### src/rtl/v810_bus_pkg.sv
// Shared constants for the V810 bus resizer: device width codes and wait-counter sizing.
package v810_bus_pkg;

  localparam int DW_16 = 16;
  localparam int DW_32 = 32;
  localparam int CNT_W = 4;

  typedef logic [CNT_W-1:0] cnt_t;

  // A 16-bit device only ever drives one halfword. The low lane is used when either low byte is enabled.
  function automatic logic [15:0] half_sel(input logic [3:0] ben, input logic [31:0] wide);
    return (ben[1:0] != 2'b11) ? wide[15:0] : wide[31:16];
  endfunction

endpackage

### src/rtl/v810_bus_resizer.sv
// Emulates a 16- or 32-bit device with programmable wait states in front of a 32-bit memory.
// All data steering is combinational. The only state is the wait counter.
module v810_bus_resizer
  import v810_bus_pkg::*;
(
  input  logic        CLK,
  input  logic        RES,
  input  logic        CE,
  input  logic [31:0] WS,
  input  logic [31:0] DW,
  input  logic        CTLR_DAn,
  input  logic [3:0]  CTLR_BEn,
  output logic        CTLR_READYn,
  output logic        CTLR_SZRQn,
  output logic [31:0] CTLR_DI,
  input  logic [31:0] CTLR_DO,
  input  logic        MEM_nCE,
  output logic [31:0] MEM_DI,
  input  logic [31:0] MEM_DO
);

  logic  sel;
  logic  is16;
  logic  ws_hit;
  cnt_t  cnt_q, cnt_d;

  assign sel    = ~MEM_nCE & ~CTLR_DAn;
  assign is16   = (DW == DW_16);
  assign ws_hit = (32'(cnt_q) == WS);

  // The counter saturates at WS, so READYn stays low for the rest of the strobe.
  always_comb begin
    cnt_d = cnt_q;
    if (!sel)
      cnt_d = '0;
    else if (!ws_hit)
      cnt_d = cnt_q + cnt_t'(1);
  end

  always_ff @(posedge CLK or posedge RES) begin
    if (RES)
      cnt_q <= '0;
    else if (CE)
      cnt_q <= cnt_d;
  end

  assign CTLR_READYn = ~(sel & ws_hit);
  assign CTLR_SZRQn  = ~(~MEM_nCE & is16);

  always_comb begin
    CTLR_DI = MEM_DO;
    MEM_DI  = CTLR_DO;
    if (is16) begin
      CTLR_DI = {2{half_sel(CTLR_BEn, MEM_DO)}};
      MEM_DI  = {2{CTLR_DO[15:0]}};
    end
  end

endmodule

### config.mk
export PLATFORM = sky130hd
export DESIGN_NAME = v810_bus_resizer
export DESIGN_NICKNAME = d
export VERILOG_FILES = /design/src/rtl/v810_bus_pkg.sv /design/src/rtl/v810_bus_resizer.sv
export SDC_FILE = /design/constraint.sdc
export NUM_CORES = 1
export LEC_CHECK = 0
export CORE_UTILIZATION = 23
export DETAILED_ROUTE_END_ITERATION = 7
export PLACE_DENSITY_LB_ADDON = 0.05
export SETUP_SLACK_MARGIN = 0.2
export SLEW_MARGIN = 25
export SYNTH_ARGS = -nofsm -noshare
export SYNTH_HDL_FRONTEND = slang
export SYNTH_SLANG_ARGS = --single-unit
### constraint.sdc
create_clock -name CLK -period 4.6 [get_ports CLK]
set_clock_uncertainty 0.2 [all_clocks]
set_input_delay 1.38 -clock CLK [delete_from_list [all_inputs] [get_ports CLK]]
set_output_delay 1.38 -clock CLK [all_outputs]
set_load 0.1 [all_outputs]
After elaboration in Yosys (flattened, before gate mapping)
Cells that the tools add are included.
- output and inout bits: 66
- bits of input ports: 137
- logic and storage cells: 19
- bits in registers: 4
- equal/unequal tests: 4
- bitwise operators: 7
- mux-type cells: 5
- reductions and logical operators: 1
- $add $sub $neg: 1
- operator list (cell ; count):
    $mux 32 ; 2
    $eq 32x5->1 const B ; 1
    $eq 4x32->1 ; 1
    $mux 16 ; 1
    $mux 4 ; 2
    $add 4x1->4 const B ; 1
    $ne 2x2->1 const B ; 2
    $not 1->1 ; 4
    $and 1x1->1 ; 3
    $reduce_and 2->1 ; 1

Depth between registers and ports, before layout
Gate-level depths: netlist of run 1.
- depth in word-level cells: 4
- gate-level depth with buffers: 5
- gate-level depth less buffers: 4

Least setup slack after synthesis of run 1
No wires, ideal clock.
- path type: input to output
- from: input port DW[18]
- to: output port CTLR_DI[0]
- data required time: 3.020 ns
- stages on the path: 5
- data arrival time: 2.921 ns
- slack: 0.099 ns
- path through: nor4_4 -> nand4_4 -> nor3_4 -> buf_6 -> mux2_2
- longest elaborated chain between the ends: 2
- ends and longest elaborated chain (element ; line ; RTL):
    start: declaration ; v810_bus_resizer.sv:10 ; input logic [31:0] DW,
    $eq 32x5->1 ; v810_bus_resizer.sv:28 ; assign is16 = (DW == DW_16);
    $mux 32 ; v810_bus_resizer.sv:53 ; if (is16) begin
    end: declaration ; v810_bus_resizer.sv:15 ; output logic [31:0] CTLR_DI,
No other way between the ends.

Final worst setup path of run 1
- from: input port DW[23]
- to: output port CTLR_DI[18]
The elaborated chain is that of the path after synthesis.

==> impl_results.md, run 1 <==
* Total track usage at 21.6%
* CTS Buffer Depth at 2
* Min Tclk post-route at 4620 ps
* Final Cycle Share at 100%
* Clock Sink Count at 4
* Synthesized net count at roughly 260
* FF/Latch Area at 100 µm²
* Share of layout cells above drive strength 1 at 58.5%
* Main synth FF type: dfrtp_1
* Area grow syn2layout at 227%
* Yosys warnings at 0
* Synth top area share at ~33%
* Top cells by area, synth: mux2_2 (33%), mux2_4 (11%), nor4_4 (11%), buf_4 (9.6%), dfrtp_1 (7.5%)
* Setup TNS at -87.8 ps
* TritonRoute pass-1 iters at 4
* RSZ-0062 raised after global routing: yes
* Initial drt markers at 48
* Synthesized cell area at around 1300 µm²
* Ys async rst share at 100%
* DP Worst Slack at -452 ps
* Final setup viols at 9
* CTS tree: done
* P per Cell Area at 148 nW/µm²
* Syn avg cell area at 11.3 µm²
* GRT overflow at 0
* Initial antenna violation count at 0
* Most frequent cell after synthesis: mux2_2
* Ports at 203
* Hpwl dp at 5.51 mm
* Largest area contributor in the netlist: mux2_2
* Power Total at 648 µW
* Vias per cell at 4.80
* DRT met1 WL at 2.47 mm
* Number of flip-flops in the largest register at 4
* ANT cells at 0
* Die Ht at 78.1 µm
* Most flops, register: cnt_q
* # rows at 27
* Max incr delay on CP at ~330 ps
* DR WL/cell at 18.3 µm
* Detail Route Antenna Nets at 0
* Fmax at between 200 and 250 MHz
* Yosys cell types at 30
* EDFF count, synth at 0
* Failing checks: setup timing
* Min Hold Slack at ~390 ps
* Met3 WL at 764 µm
* Largest net degree at the start of global routing at 17
* CTS buffer count at 3
* Hold_buf cts at 0
* Status: finished with violations
* CTS H-tree depth at 1
* Die span in x at 78.1 µm
* Core ar. at 5540 µm²
* RePlAce Congestion at 0.789
* Number of global-route vias before repair at 2,095
* Critical path endpoint category: output pin
* Clock transition at path regs at 30 ps
* Layout Nets at 470
* Synth top cells by count: mux2_2 (39), buf_4 (17), mux2_4 (10)
* Clk root buf: clkbuf_8
* CP required at 3020 ps
* Crit-path cells: buf_2 -> nor4_4 -> nand4_4 -> nor3b_4 -> buf_6 -> mux2_4 -> buf_12
* Peak VDD IR at 0.0982 mV
* LEAKAGE at 2.00 nW
* Setup WS post-layout at -17.6 ps
* Top Registers: cnt_q (4)
* First-pass GRT wire length at 10.3 mm
* Setup crit start kind: input port
* Number of vias in the routed layout at 1,928
* Routed WL at 7.37 mm
* Residual DRC at 0
* Fin. max-slew vios at 0
* WL met2 at 3.90 mm
* Flop-to-flop setup slack at 2560 ps
* Area of the multi-input gates at 1220 µm²
* CP Max Fanout at 6
* Hold crit path type: flip-flop to flip-flop
* CP max stage cell: nor4_4
* IO Port Bufs at 200
* Later-pin clock latency in the skew report at 220 ps
* Critical path type: input port to output pin
* Die area at 6100 µm²
* Worst-Margin Slew at between 500 and 600 ps
* Initial Utilization at 24.1%
* Sequential area share after synthesis at under 10%
* Rel. slew slack at 64.2%
* WP data arrival at slightly above 3000 ps
* Fill cell count at approximately 360
* Max_cap viols at 0
* Top sig layer: met4
* Synthesized instance count at 118
* Synthesis-stage register bit count at 4
* Final Hold Vio Count at 0
## final timing paths
check / from / to / cells past startpoint
hold reg to reg: cnt_q[2]$_DFFE_PP0P_ / cnt_q[2]$_DFFE_PP0P_ / 1
setup reg to reg: cnt_q[0]$_DFFE_PP0P_ / cnt_q[0]$_DFFE_PP0P_ / 5
min in group asynchronous: RES / cnt_q[3]$_DFFE_PP0P_ / 2
hold / removal: cnt_q[2]$_DFFE_PP0P_ / cnt_q[2]$_DFFE_PP0P_ / 1
max in group asynchronous: RES / cnt_q[1]$_DFFE_PP0P_ / 2
setup / recovery: DW[23] / CTLR_DI[18] / 7
## worst max-delay path: cells and delay by family
kind | cells | cell delay, ps
buffers and inverters | 3 | 480
AND/OR/NAND/NOR | 3 | 840
multiplexers | 1 | 320
## layout make-up
| cell class | instances | area share [%] |
|---|---|---|
| Clock buffer | 3 | 0.946 |
| Tap cell | 72 | 2.06 |
| Multi-Input combinational cell | 94 | 27.9 |
| Sequential cell | 4 | 2.29 |
| Inverter | 1 | 0.0860 |
| Timing Repair Buffer | 228 | 66.7 |
## report_power, final
part           switching [mW]  internal [mW]  total, mW
Clock                  0.0210         0.0560     0.0771
Combinational           0.296          0.235      0.531
Sequential            0.00234         0.0368     0.0392
Total                   0.320          0.328      0.648
## placed cells by master, fill, tap and decap left out, types with 4 or more instances in the layout
cell             count
nor4_2               4
mux2_2              17
buf_2               15
nor4_4               8
dlymetal6s2s_1      23
buf_12              68
xnor2_1              4
buf_6               11
mux2_4              32
clkdlybuf4s15_1      7
clkdlybuf4s50_1     79
buf_4               22
dfrtp_1              4
## metrics by stage
stage          util (%)  cells  instance area [µm²]
2_1_floorplan         -    118                 1340
3_3_place_gp       72.3    377                 4000
3_5_place_dp       72.3    377                 4000
4_1_cts            75.5    400                 4190
5_1_grt            78.7    402                 4360
6_report           78.7    402                 4360
## kinds of logic after synthesis
logic type,count (synthesis),synth area share (%)
XOR/XNOR,4,2.63
flip-flops,4,7.51
AO/OA/AOI/OAI,6,3.85
adder cells (fa/ha/maj),1,0.939
multiplexers,49,44.2
buffers and inverters,20,12.2
AND/OR/NAND/NOR,34,28.6
## per-layer routing
layer	up-vias	GRT usage (%)
met5	-	0
met4	0	8.89
met3	21	8.26
met2	126	40.4
met1	900	21.1
li1	881	-
## repair_timing
action	CTS	global route
cloned	1	1
pin swaps	17	20
endpoints found under the setup margin	50	53
setup buffers	19	1
gates resized for setup	126	53
(Power assumes the default switching activity.)
==> run 2, diff against run 1 <==
- SKIP_CTS_REPAIR_TIMING: not set -> 1
==> run 2 against run 1 <==
The run still ends with setup timing left. Power increased by 0.69%. Combinational power hardly changed. Utilization decreased by 1.6 points. Non-clock buffer count shrank 15. Maximum frequency up 0.23%. Critical path depth stayed put. Worst setup slack gained 11 ps. Register-to-register slack got worse by 200 ps. Die area stayed put. Final area fell by 2.0%.
==> impl_results.md, run 2 (synthesis gave the netlist of run 1 again) <==
* Final setup viols at 5 (was 9)
* CP Max Fanout at 6 (unchanged)
* Power Internal at 330 µW (was 328 µW)
* Most frequent CP cell: buf_6
* Power Total at 652 µW (was 648 µW)
* RePlAce Congestion at 0.789 (unchanged)
* Detail Route Antenna Nets at 0 (unchanged)
* Fin area at 4280 µm² (was 4360 µm²)
* Most frequent cells in the layout: clkdlybuf4s50_1 (85), buf_12 (68), mux2_4 (32), dlymetal6s2s_1 (32), mux2_2 (17) (was clkdlybuf4s50_1 (79), buf_12 (68), mux2_4 (32))
* P per Cell Area at 153 nW/µm² (was 148 nW/µm²)
* FF/Latch Area at 100 µm² (unchanged)
* Vias per cell at 4.76 (was 4.80)
* Area of the multi-input gates at 1200 µm² (was 1220 µm²)
* Worst-Margin Slew at 633 ps (was 531 ps)
* Initial antenna violation count at 0 (unchanged)
* Peak VDD IR at 0.103 mV (was 0.0982 mV)
* CTS buffer count at 3 (unchanged)
* CTS H-tree depth at 1 (unchanged)
* CTS tree: done (unchanged)
* Initial Utilization at 24.1% (unchanged)
* Fill cell count at 377 (was 358)
* First-pass GRT wire length at 9.17 mm (was 10.3 mm)
* TritonRoute pass-1 iters at 4 (unchanged)
* CP max stage cell: nor4_4 (unchanged)
* Max incr delay on CP at 340 ps (was 330 ps)
* Final Hold Vio Count at 0 (unchanged)
* CP required at 3020 ps (about the same)
* Post-DP Area at 4000 µm² (unchanged)
* Total track usage at 19.2% (was 21.6%)
* Top Registers: cnt_q (4) (unchanged)
* Die Ht at 78.1 µm (unchanged)
* ANT cells at 0 (unchanged)
* Setup TNS at -17.4 ps (was -87.8 ps)
* Sw Pwr at 322 µW (was 320 µW)
* Clock Sink Count at 4 (unchanged)
* Clk root buf: clkbuf_8 (unchanged)
* Rel. slew slack at 57.4% (was 64.2%)
* # rows at 27 (unchanged)
* Layout Nets at 455 (was 470)
* Setup crit start kind: input port (unchanged)
* Later-pin clock latency in the skew report at 230 ps (was 220 ps)
* CTS Buffer Depth at 2 (unchanged)
* Initial drt markers at 63 (was 48)
* Fin. max-slew vios at 0 (unchanged)
* Max_cap viols at 0 (unchanged)
* Hpwl dp at 5.51 mm (unchanged)
* WP data arrival at 3030 ps (was 3040 ps)
* Final Cycle Share at 100% (about the same)
* Failing checks: setup timing (unchanged)
* RSZ-0062 raised after global routing: yes (unchanged)
* Largest net degree at the start of global routing at 17 (unchanged)
* Number of flip-flops in the largest register at 4 (unchanged)
* Core ar. at 5540 µm² (unchanged)
* Critical path endpoint category: output pin (unchanged)
* Clock transition at path regs at 40 ps (was 30 ps)
* Post-layout utilization of the core at 77.2% (was 78.7%)
* Die area at 6100 µm² (unchanged)
* Worst path buffer plus inverter count at 3 (unchanged)
* Fmax at 217 MHz (about the same)
* Sw frac at 49.4% (about the same)
* LEAKAGE at 2.01 nW (was 2.00 nW)
* Die span in x at 78.1 µm (unchanged)
* Residual DRC at 0 (unchanged)
* Critical path type: input port to output pin (unchanged)
* Logic pwr share at 81.6% (was 82.1%)
* Crit-path cells: buf_6 -> nor4_4 -> nand4_4 -> nor3b_4 -> buf_6 -> mux2_4 -> buf_12 (was buf_2 -> nor4_4 -> nand4_4 -> nor3b_4 -> buf_6 -> mux2_4 -> buf_12)
* Number of global-route vias before repair at 1,845 (was 2,095)
* DR WL/cell at 17.8 µm (was 18.3 µm)
* IO Port Bufs at 200 (unchanged)
* Crit path max-delay family: simple AND/OR/NAND/NOR gates (unchanged)
* Clock power frac at 12.4% (was 11.9%)
* Status: finished with violations (unchanged)
* Share of layout cells above drive strength 1 at 53.7% (was 58.5%)
* Number of vias in the routed layout at 1,843 (was 1,928)
* Ports at 203 (unchanged)
* Min Tclk post-route at 4610 ps (was 4620 ps)
* Setup WS post-layout at -7.03 ps (was -17.6 ps)
* Most common cell after layout, fill and taps aside: clkdlybuf4s50_1 (unchanged)
* Most flops, register: cnt_q (unchanged)
* Routed WL at 6.91 mm (was 7.37 mm)
* Sequential share of power at 6.0% (was 6.1%)
* Hold crit path type: flip-flop to flip-flop (unchanged)
* Area grow syn2layout at 221% (was 227%)
* GRT overflow at 0 (unchanged)
run 2: cell types whose count changed in the layout (fill, tap and decap cells not counted), moves of 6 or more:
| cell | delta |
|---|---|
| buf_2 | -15 |
| buf_4 | -15 |
| clkbuf_2 | +10 |
| dlymetal6s2s_1 | +9 |
| clkdlybuf4s15_1 | -7 |
| clkdlybuf4s50_1 | +6 |
run 2: cell type report:
class	instances	share of cell area, %
Timing Repair Buffer	213	66.4
Inverter	1	0.0878
Tap cell	72	2.11
Sequential cell	4	2.34
Multi-Input combinational cell	94	28.1
Clock buffer	3	0.966
run 2: worst paths after layout:
kind	start	to	slack, ps	cells after the start
worst max-delay path	DW[22]	CTLR_DI[18]	-7	7
worst min-delay path	cnt_q[3]$_DFFE_PP0P_	cnt_q[3]$_DFFE_PP0P_	360	1
worst max register to register	cnt_q[0]$_DFFE_PP0P_	cnt_q[0]$_DFFE_PP0P_	2360	5
worst min register to register	cnt_q[3]$_DFFE_PP0P_	cnt_q[3]$_DFFE_PP0P_	360	1
max in group asynchronous	RES	cnt_q[1]$_DFFE_PP0P_	2890	2
min in group asynchronous	RES	cnt_q[3]$_DFFE_PP0P_	1140	2
run 2: per-layer routing:
metal,vias to the layer above,routed length (µm),part of all wire [%],global-route usage [%]
li1,848,-,-,-
met1,862,2440,35,20.0
met2,124,3670,53,36.9
met3,9,716,10,6.28
met4,0,82,1.2,3.89
met5,-,0,0,0
run 2: metrics by stage:
| step | hold slack (ps) | worst slack, ps | instances |
|---|---|---|---|
| finish | 359 | -7.03 | 387 |
| global route | 363 | -100 | 387 |
| detailed placement | 328 | -452 | 377 |
| floorplan | 290 | 100 | 118 |
| CTS | 335 | -451 | 380 |
| global placement | 332 | -453 | 377 |
run 2: power by group through the flow:
stage,sequential (mW),clock (mW),combinational [mW]
global placement,0.0393,0,0.526
detailed placement,0.0394,0,0.530
finish,0.0391,0.0806,0.532
CTS,0.0390,0.0779,0.530
global route,0.0393,0.0805,0.547
floorplan,0.0388,0,0.271
==> run 3, diff against run 2 <==
- CORE_MARGIN: not set -> 1
- CTS_CLUSTER_DIAMETER: not set -> 60
- clock period: 4.6 -> 5.2 ns (I/O delays scaled with it)
==> run 3 against run 2 <==
The flow now finishes without violations. Sequential share of layout area rose by 0.15 points. Clock power fell by 22%. Hold slack got worse by 24 ps. Power fell by 17%. Sequential cell count did not move. Wire length fell by 8.4%. Global-route usage fell by 0.60 points. Count of clock-buffer cells in the layout did not move. Die area did not move. Register-to-register slack improved by 770 ps. Utilization fell by 4.7 points. Final cell count fell by 0.26%. Critical path type unchanged. Highest routed layer unchanged.
==> impl_results.md, run 3 (synthesis gave the netlist of run 1 again) <==
* Status: finished clean (was finished with violations)
* Die span in x at 78.1 µm (unchanged)
* Top Registers: cnt_q (4) (unchanged)
* Initial drt markers at 22 (was 63)
* WP data arrival at 3360 ps (was 3030 ps)
* Area of the multi-input gates at 1150 µm² (was 1200 µm²)
* Crit-path cells: buf_6 -> nor4_4 -> nand4_4 -> buf_6 -> nor3_4 -> clkbuf_16 -> mux2_4 -> buf_12 (was buf_6 -> nor4_4 -> nand4_4 -> nor3b_4 -> buf_6 -> mux2_4 -> buf_12)
* RSZ-0062 raised after global routing: yes (unchanged)
* Initial Utilization at 24.1% (unchanged)
* Crit path max-delay family: simple AND/OR/NAND/NOR gates (unchanged)
* Worst path buffer plus inverter count at 4 (was 3)
* Logic pwr share at 82.0% (was 81.6%)
* Ports at 203 (unchanged)
* LEAKAGE at 1.81 nW (was 2.01 nW)
* CTS buffer count at 3 (unchanged)
* Final Hold Vio Count at 0 (unchanged)
* First-pass GRT wire length at 9.03 mm (was 9.17 mm)
* Critical path endpoint category: output pin (unchanged)
* Clock transition at path regs at 30 ps (was 40 ps)
* Clk root buf: clkbuf_8 (unchanged)
* Peak VDD IR at 0.0784 mV (was 0.103 mV)
* Final setup viols at 0 (was 5)
* Die area at 6100 µm² (unchanged)
* Min Tclk post-route at 5120 ps
* RePlAce Congestion at 0.799 (was 0.789)
* Layout Nets at 454 (was 455)
* CP required at 3440 ps (was 3020 ps)
* GRT overflow at 0 (unchanged)
* FF/Latch Area at 100 µm² (unchanged)
* ANT cells at 0 (unchanged)
* Most common cell after layout, fill and taps aside: clkdlybuf4s50_1 (unchanged)
* IO Port Bufs at 200 (unchanged)
* Routed WL at 6.33 mm (was 6.91 mm)
* Residual DRC at 0 (unchanged)
* Power Internal at 275 µW (was 330 µW)
* Sequential share of power at 6.3% (was 6.0%)
* Vias per cell at 4.60 (was 4.76)
* Final Cycle Share at between 90% and 100%
* Cell count along the critical path at 8 (was 7)
* Fmax at 195 MHz
* P per Cell Area at 136 nW/µm² (was 153 nW/µm²)
* Sw Pwr at 269 µW (was 322 µW)
* TritonRoute pass-1 iters at 4 (unchanged)
* Fill cell count at 422 (was 377)
* CP max stage cell: nor4_4 (unchanged)
* Number of flip-flops in the largest register at 4 (unchanged)
* # rows at 27 (unchanged)
* Most frequent cells in the layout: clkdlybuf4s50_1 (102), buf_12 (53), mux2_4 (32) (was clkdlybuf4s50_1 (85), buf_12 (68), mux2_4 (32), dlymetal6s2s_1 (32), mux2_2 (17))
* Core ar. at 5540 µm² (unchanged)
* CTS Buffer Depth at 2 (unchanged)
* Total track usage at 18.6% (was 19.2%)
* Most frequent CP cell: buf_6 (unchanged)
* Fin. max-slew vios at 0 (unchanged)
* Rel. slew slack at 62.8% (was 57.4%)
* Number of global-route vias before repair at 1,870 (was 1,845)
* Detail Route Antenna Nets at 0 (unchanged)
* Max incr delay on CP at 350 ps (was 340 ps)
* CTS H-tree depth at 1 (unchanged)
* Share of layout cells above drive strength 1 at 50.3% (was 53.7%)
* Hold crit path type: flip-flop to flip-flop (unchanged)
* DR WL/cell at 16.4 µm (was 17.8 µm)
* Hold path cells at 1 (unchanged)
* Setup WS post-layout at 76.0 ps (was -7.03 ps)
* Die Ht at 78.1 µm (unchanged)
* Clock power frac at 11.6% (was 12.4%)
* Critical path type: input port to output pin (unchanged)
* Area grow syn2layout at 201% (was 221%)
* Sw frac at 49.5% (was 49.4%)
* R2R depth at 4 (was 5)
* Number of vias in the routed layout at 1,774 (was 1,843)
* Hpwl dp at 5.36 mm (was 5.51 mm)
* Initial antenna violation count at 0 (unchanged)
* Worst-Margin Slew at 553 ps (was 633 ps)
* CP Max Fanout at 6 (unchanged)
* Max_cap viols at 0 (unchanged)
* Post-layout utilization of the core at 72.4% (was 77.2%)
* DP Worst Slack at -146 ps (was -452 ps)
* Setup crit start kind: input port (unchanged)
* Setup TNS at 0 ps (was -17.4 ps)
* CTS tree: done (unchanged)
* Clock Sink Count at 4 (unchanged)
* Largest net degree at the start of global routing at 17 (unchanged)
* Later-pin clock latency in the skew report at 210 ps (was 230 ps)
* Most flops, register: cnt_q (unchanged)
==> run 3: changes by cell type in the layout (fill, tap and decap cells not counted), moves of 4 or more <==
cell	delta
nor4_2	-4
nor4_1	+5
buf_6	-4
buf_4	+12
clkdlybuf4s50_1	+17
buf_12	-15
dlymetal6s2s_1	-14
==> run 3: routing by layer <==
| metal | up-vias | part of all wire [%] | global-route usage [%] |
|---|---|---|---|
| li1 | 854 | - | - |
| met1 | 800 | 33 | 17.0 |
| met2 | 114 | 54 | 36.8 |
| met3 | 6 | 12 | 8.26 |
| met4 | 0 | 1.3 | 4.44 |
| met5 | - | 0 | 0 |
==> run 3: metrics by stage <==
| stage | power, mW | hold slack (ps) | std cells | area, µm² |
|---|---|---|---|---|
| after global placement | 0.479 | 330 | 377 | 3810 |
| after CTS | 0.547 | 345 | 380 | 3850 |
| after global routing | 0.562 | 383 | 386 | 4010 |
| after detailed placement | 0.482 | 339 | 377 | 3810 |
| final | 0.544 | 336 | 386 | 4010 |
| after floorplan | 0.274 | 290 | 118 | 1330 |
==> run 3: worst paths after layout <==
kind                                      startpoint                    to  slack, ps
worst max-delay path                          DW[14]            CTLR_DI[5]         80
worst min-delay path            cnt_q[3]$_DFFE_PP0P_  cnt_q[3]$_DFFE_PP0P_        340
worst max register to register  cnt_q[0]$_DFFE_PP0P_  cnt_q[0]$_DFFE_PP0P_       3130
worst min register to register  cnt_q[3]$_DFFE_PP0P_  cnt_q[3]$_DFFE_PP0P_        340
max in group asynchronous                        RES  cnt_q[0]$_DFFE_PP0P_       3310
min in group asynchronous                        RES  cnt_q[1]$_DFFE_PP0P_       1340
==> run 3: power groups by stage <==
stage                     combinational [mW]  sequential (mW)  clock (mW)
after floorplan                        0.239           0.0343           0
after global placement                 0.444           0.0348           0
after detailed placement               0.448           0.0349           0
after CTS                              0.448           0.0345      0.0642
after global routing                   0.460           0.0346      0.0673
final                                  0.446           0.0345      0.0632
==> run 3: final cells by class <==
type	count	area share (%)
multi-input cells	94	28.7
repair buffers	212	65.4
flip-flops and latches	4	2.49
inverters	1	0.0935
clock buffers	3	1.03
well taps	72	2.25
